### src/rtl/bcd_pkg.sv
// Shared constants, state encoding and sizing helper for the digit-serial BCD adder.
package bcd_pkg;

    localparam int BCD_W   = 4;
    localparam int BCD_MAX = 9;

    typedef enum logic [1:0] {
        IDLE = 2'd0,
        RUN  = 2'd1,
        DONE = 2'd2
    } state_t;

    // A single-digit adder still needs a 1-bit counter.
    function automatic int cnt_width(input int digits);
        return (digits > 1) ? $clog2(digits) : 1;
    endfunction

endpackage

### src/rtl/bcd_digit_add.sv
// Combinational single-digit decimal adder; non-BCD digits are summed by the same rule and flagged.
module bcd_digit_add
    import bcd_pkg::*;
(
    input  logic [BCD_W-1:0] x,
    input  logic [BCD_W-1:0] y,
    input  logic             ci,
    output logic [BCD_W-1:0] digit,
    output logic             co,
    output logic             invalid
);

    logic [4:0] s;
    logic [4:0] s_adj;

    always_comb begin
        s       = {1'b0, x} + {1'b0, y} + {4'b0000, ci};
        s_adj   = s - 5'd10;
        digit   = s[3:0];
        co      = 1'b0;
        if (s >= 5'd10) begin
            digit = s_adj[3:0];
            co    = 1'b1;
        end
        invalid = (x > 4'(BCD_MAX)) || (y > 4'(BCD_MAX));
    end

endmodule

### src/rtl/bcd_serial_adder.sv
// Digit-serial packed-BCD adder, one digit per clock, LSD first, with start/busy/done handshake.
// Optional sticky non-BCD input flag 'err' is built when BCD_ERR_CHECK_EN is defined.
module bcd_serial_adder
    import bcd_pkg::*;
#(
    parameter int DIGITS = 4
) (
    input  logic                    clk,
    input  logic                    rst,
    input  logic                    start,
    input  logic [BCD_W*DIGITS-1:0] a,
    input  logic [BCD_W*DIGITS-1:0] b,
    input  logic                    cin,
    output logic                    busy,
    output logic                    done,
    output logic [BCD_W*DIGITS-1:0] sum,
    output logic                    cout
`ifdef BCD_ERR_CHECK_EN
    ,
    output logic                    err
`endif
);

    localparam int W  = BCD_W * DIGITS;
    localparam int CW = cnt_width(DIGITS);

    state_t         state;
    state_t         state_next;
    logic [W-1:0]   op_a;
    logic [W-1:0]   op_b;
    logic [W-1:0]   work;
    logic [W-1:0]   work_next;
    logic           carry;
    logic [CW-1:0]  cnt;
    logic [BCD_W-1:0] digit;
    logic           digit_co;
    logic           digit_invalid;
    logic           accept;
    logic           last;

    bcd_digit_add u_digit_add (
        .x       (op_a[BCD_W-1:0]),
        .y       (op_b[BCD_W-1:0]),
        .ci      (carry),
        .digit   (digit),
        .co      (digit_co),
        .invalid (digit_invalid)
    );

    assign accept = start && ((state == IDLE) || (state == DONE));
    assign last   = (cnt == CW'(DIGITS - 1));
    assign busy   = (state == RUN);
    assign done   = (state == DONE);

    // New digits enter the work register from the top so the LSD ends up at the bottom.
    generate
        if (DIGITS == 1) begin : g_one
            assign work_next = digit;
        end else begin : g_many
            assign work_next = {digit, work[W-1:BCD_W]};
        end
    endgenerate

    always_comb begin
        state_next = state;
        case (state)
            IDLE:    if (start) state_next = RUN;
            RUN:     if (last) state_next = DONE;
            DONE:    state_next = start ? RUN : IDLE;
            default: state_next = IDLE;
        endcase
    end

    always_ff @(posedge clk) begin
        if (rst) begin
            state <= IDLE;
            op_a  <= '0;
            op_b  <= '0;
            work  <= '0;
            carry <= 1'b0;
            cnt   <= '0;
            sum   <= '0;
            cout  <= 1'b0;
        end else begin
            state <= state_next;
            if (accept) begin
                op_a  <= a;
                op_b  <= b;
                carry <= cin;
                cnt   <= '0;
                work  <= '0;
            end else if (state == RUN) begin
                op_a  <= op_a >> BCD_W;
                op_b  <= op_b >> BCD_W;
                carry <= digit_co;
                cnt   <= cnt + 1'b1;
                work  <= work_next;
                if (last) begin
                    sum  <= work_next;
                    cout <= digit_co;
                end
            end
        end
    end

`ifdef BCD_ERR_CHECK_EN
    always_ff @(posedge clk) begin
        if (rst) begin
            err <= 1'b0;
        end else if (accept) begin
            err <= 1'b0;
        end else if ((state == RUN) && digit_invalid) begin
            err <= 1'b1;
        end
    end
`else
    logic unused_invalid;
    assign unused_invalid = digit_invalid;
`endif

endmodule
### config.mk
export PLATFORM = sky130hd
export DESIGN_NAME = bcd_serial_adder
export DESIGN_NICKNAME = d
export VERILOG_FILES = /design/src/rtl/bcd_pkg.sv /design/src/rtl/bcd_digit_add.sv /design/src/rtl/bcd_serial_adder.sv
export SDC_FILE = /design/constraint.sdc
export NUM_CORES = 1
export LEC_CHECK = 0
export BUFFER_PORTS_ARGS = -buffer_cell sky130_fd_sc_hd__buf_4
export CORE_MARGIN = 1.5
export CORE_UTILIZATION = 30
export CTS_BUF_LIST = sky130_fd_sc_hd__clkbuf_16
export CTS_CLUSTER_SIZE = 16
export DETAILED_ROUTE_END_ITERATION = 8
export SLEW_MARGIN = 20
export SYNTH_ARGS = -nofsm -noshare
export SYNTH_HDL_FRONTEND = slang
export SYNTH_HIERARCHICAL = 1
export SYNTH_SLANG_ARGS = --single-unit
### constraint.sdc
create_clock -name clk -period 3.6 [get_ports clk]
set_input_delay 0.36 -clock clk [delete_from_list [all_inputs] [get_ports clk]]
set_output_delay 0.36 -clock clk [all_outputs]
set_load 0.02 [all_outputs]
[Yosys cells after proc, flatten, opt, wreduce, memory -nomap -nowiden]
Cells that the tools add are included.
Storage, ports and cells
  register bits: 70
  bits of input ports: 36
  word-level logic and storage cells: 38
Cells by class
  add/subtract/negate cells: 4
  $lt $le $gt $ge: 1
  eq/ne operators: 5
  mux-type cells: 12
  bitwise logic cells: 1
  reduce and logical (&&, ||, !) cells: 7
Operators with widths (count)
  2-to-1 mux 16 bit: 4
  case mux 2 bit (3 select lines): 1
  adder 4 x 4 -> 5 bit: 1
  adder 5 x 1 -> 5 bit: 1
  greater-or-equal comparator 5 x 4 -> 1 bit, second input constant: 1
  == test 2 bit, second input constant: 2
  2-to-1 mux 1 bit: 4
  2-to-1 mux 2 bit: 2
  2-to-1 mux 4 bit: 1
  subtractor 4 bit, second input constant: 1
  AND reduction 3 bit: 1
  adder 2 x 1 -> 2 bit, second input constant: 1
  == test 2 x 1 -> 1 bit, second input constant: 1
  zero test 2 bit: 1
  != test 2 x 1 -> 1 bit, second input constant: 1
  != test 2 bit, second input constant: 1
  AND reduction 2 bit: 1
  nonzero test 2 bit: 1
  OR reduction 2 bit: 1
  logical AND 1 bit: 1
  logical OR 1 bit: 1
  inverter 1 bit: 1

[Longest topological paths before layout]
  depth after elaboration: 6
  mapped depth: 11
  depth with buffers taken out: 11

[Hierarchy]
The synthesis kept the hierarchy.
By module, submodules not included
  bcd_serial_adder: times used 1, cells an instance 299, area an instance 2524.9 sq um
  bcd_digit_add: times used 1, cells an instance 41, area an instance 336.6 sq um

[Least setup slack after synthesis]
Ideal clock, no wire load.
  path type: reg2reg
  start point: register op_b[0]
  end point: register sum[15]
  data arrival time: 2.447 ns
  data required time: 3.529 ns
  path slack: 1.083 ns
  stages on the path, launching flop included: 11
  path buffers: 0
  path through: dfxtp_1 inv_1 fa_1 fa_1 xor2_2 ha_1 or3_1 a211oi_1 a211o_1 nand2_1 a21oi_1
Between the ends
  cells in the longest elaborated chain, start to end: 4
  elaborated cells on any way between the ends: 5
  classes of those cells: 3 x add/sub; 1 x order compare; 1 x mux
Ends and longest elaborated chain
  start, declared: line bcd_serial_adder.sv:30  | logic [W-1:0] op_b;
  start signal, assigned: line bcd_serial_adder.sv:94  | op_b <= op_b >> BCD_W;
  adder 4 x 4 -> 5 bit (*): line bcd_digit_add.sv:17  | s = {1'b0, x} + {1'b0, y} + {4'b0000, ci};
  adder 5 x 1 -> 5 bit (*): line bcd_digit_add.sv:17
  subtractor 4 bit or greater-or-equal comparator 5 x 4 -> 1 bit (tied branches): line bcd_digit_add.sv:18, bcd_digit_add.sv:21
  2-to-1 mux 4 bit (*): line bcd_digit_add.sv:21  | if (s >= 5'd10) begin
  named net digit[3]: line bcd_serial_adder.sv:35  | logic [BCD_W-1:0] digit;
  end signal, assigned: line bcd_serial_adder.sv:99  | sum <= work_next;
  end, declared: line bcd_serial_adder.sv:16  | output logic [BCD_W*DIGITS-1:0] sum,
The timed path passes the listed nets; every way through them passes the cells marked *.
A chain may end at the register's enable or synchronous reset.

[Worst setup path after layout]
  start point: register op_b[0]
  end point: register work[13]
Between the ends
  cells in the longest elaborated chain, start to end: 4
  elaborated cells on any way between the ends: 5
  classes of those cells: 3 x add/sub; 1 x order compare; 1 x mux
Ends and longest elaborated chain
  adder 4 x 4 -> 5 bit (*): line bcd_digit_add.sv:17
  adder 5 x 1 -> 5 bit (*): line bcd_digit_add.sv:17
  subtractor 4 bit or greater-or-equal comparator 5 x 4 -> 1 bit (tied branches): line bcd_digit_add.sv:18, bcd_digit_add.sv:21
  2-to-1 mux 4 bit (*): line bcd_digit_add.sv:21
  named net digit[1]: line bcd_serial_adder.sv:35
  end signal, assigned: line bcd_serial_adder.sv:97  | work <= work_next;
  end, declared: line bcd_serial_adder.sv:31  | logic [W-1:0] work;
Marked as above.

==> impl_summary.md <==
Critical path
STA classifies the critical path startpoint as a register. For this run, the slowest stage of the critical path takes 470 ps. The most critical setup path has its startpoint at op_b[0]. At the worst endpoint, the required time is 3850 ps. The number of buffer and inverter instances along the worst setup path is 2.

Traced cell by cell, the critical path runs through inv_1 -> fa_1 -> fa_1 -> xor2_2 -> ha_1 -> inv_1 -> a31oi_2 -> o311ai_4 -> xnor2_1 -> nand2_1 -> a21oi_1. The family with the most delay on the worst path is adder cells. Along the worst path, the maximum fanout reaches 5.

The setup path with the least slack is of type register to register. The critical register-to-register path startpoint is op_b[0]. The capturing element type of the critical path is a register. The cell with the largest stage delay on the worst path is sky130_fd_sc_hd__fa_1. At the worst endpoint, the arrival time is 3030 ps.

Finish
In the final design database the tool counted 420 nets. The leading cell type in the layout, fill and taps excluded is sky130_fd_sc_hd__nand2_1. The final design instance area without fill is 0.00359 mm².

The area growth from synthesis to layout is 25.9%. The library cells used most frequently in the layout, excluding fill and tap cells, are sky130_fd_sc_hd__nand2_1, sky130_fd_sc_hd__dfxtp_1, sky130_fd_sc_hd__buf_4. Cells with a size suffix above 1 make up 22.0% of the layout. The number of antenna diodes in the final layout is 0.

Clocking
The worst-skew pair later-pin latency is 330 ps. The number of setup buffers added after CTS is 0. Gates resized during post-CTS repair numbered 0. The H-tree generated during clock tree synthesis spans 3 levels.

The clock input transition at the sequential cells of the worst setup and hold paths is 60 ps. The library cell used as clock root buffer is sky130_fd_sc_hd__clkbuf_16. The post-cts hold buffer count is 0. The tree built by TritonCTS fans out to 66 sinks. The number of clock buffers inserted by TritonCTS is 9. The clock passes through at most 2 buffers.

The TritonCTS clock tree is done.

Placement
The number of I/O port buffers is 54. The placement-stage worst setup slack is 854 ps. The congestion estimate from routability-driven global placement came to 0.845. After legalization and detailed placement, the total HPWL measured 4180 µm. After detailed placement, the total cell area comes to 0.00329 mm².

Detailed routing
The number of detailed-routing iterations run before antenna repair is 4. After detailed routing, the number of vias per cell comes to 4.73. Dividing the detail-routed wire length by the instance count gives 12.9 µm. The starting DRC count in detailed routing is 79. The final wirelength is 6570 µm.

The number of vias after detailed routing is 2417. For this run, design rule violations remaining after detail routing come to 0. The detail route stage leaves a number of antenna-violating nets equal to 0.

Floorplanning
The die covers 0.0101 mm². The chip width is 100 µm. In this run the count of I/O pins placed on the die edge is 55. The floorplan step defined a core boundary enclosing 0.00924 mm².

The number of placement rows is 35. The die is 100 µm tall. The starting utilization of the core area is 30.8%.

STA
At the pin with the least slew margin, the transition time is 727 ps. The worst clock skew on the final layout is 4.53 ps. The count of final hold-check violations was 0. Setup total negative slack on the finished layout was measured at 0 ps. The total count of max-transition violations in the final report is 0. The setup-violating endpoint count in the final report is 0. Setup repair after global routing left no endpoint under its margin. Measured against its own limit, the worst slew margin works out to 51.4%. Subtracting the final worst setup slack from the clock period gives 2780 ps. Final hold analysis gives a worst-case slack of 277 ps.

The maximum clock rate is 0.359 GHz. The final worst-path setup slack is 816 ps. Dividing the final minimum period by the clock period gives 77.3%.

Logic synthesis
The average cell area after synthesis is 8.45 µm². The count of warnings emitted by yosys is 6. The gate count after technology mapping is 337. After synthesis the cells add up to 0.00285 mm². The synthesized net count is 380.

Global routing
The first global-routing pass estimated 10900 µm of wire. The number of antenna violations at the first check in global routing is 0. The maximum number of pins on one net before global-route repair is 54. For this run the aggregate overflow at the end of global routing stands at 0. The via count of the first global-routing pass is 2239. The total routing resource utilization after global routing is 13.9%.

Power and ir drop
Summed over all cells, the static leakage comes to 1.37 nW. The total power after layout is 1.90 mW. Across the VDD grid, the largest voltage drop is 0.223 mV. For this design the ratio of total power to cell area is 530 mW/mm².

Worst hold path
The hold path startpoint is b[14]. The min-delay analysis places its worst path in the category input pin to register.

Run status
The flow ran to the end, and the final reports show no timing, DRC or antenna violations.

Run
Max-cap violations in this run came to 0.
==> power by group <==
group          switching [mW]  internal (mW)  total (mW)
Combinational           0.145          0.107       0.252
Sequential             0.0211          0.765       0.787
Clock                   0.328          0.534       0.862
Total                   0.494           1.41        1.90
==> registers in the layout, summed over array words and instances, names as in the netlist <==
register / count
op_a: 16
cnt: 2
state: 2
carry: 1
sum: 16
op_b: 16
work: 12
cout: 1
==> worst paths after layout <==
| kind | cells after the start | slack [ps] | end |
|---|---|---|---|
| min | 3 | 280 | op_b[14] |
| min reg2reg | 2 | 450 | sum[0] |
| max | 11 | 820 | work[13] |
| max reg2reg | 11 | 820 | work[13] |
==> tightest hold or removal path, stage by stage <==
cell                      delay (ps)
sky130_fd_sc_hd__buf_4           110
sky130_fd_sc_hd__nand2_1          40
sky130_fd_sc_hd__a21oi_1          50
==> routing by layer <==
layer | vias to the layer above | track usage [%] | part of all wire [%]
li1 | 1241 | - | -
met1 | 1108 | 17.6 | 47
met2 | 61 | 22.2 | 47
met3 | 7 | 4.32 | 5.1
met4 | 0 | 5.20 | 0.87
met5 | - | 0 | 0
==> area by class of cell <==
class                           instances  area, µm²
Fill cell                             948       5650
Multi-Input combinational cell        234       1350
Sequential cell                        66       1320
Timing Repair Buffer                   56        420
Clock buffer                            9        225
Tap cell                              129        161
Clock inverter                          7       68.8
Inverter                               10       42.5
==> metrics by stage <==
stage,std cells,util [%]
5_1_grt,511,38.8
3_5_place_dp,495,35.6
6_report,511,38.8
4_1_cts,511,38.8
2_1_floorplan,337,-
3_3_place_gp,495,35.6
No activity file was read; power rests on OpenSTA's default activity.
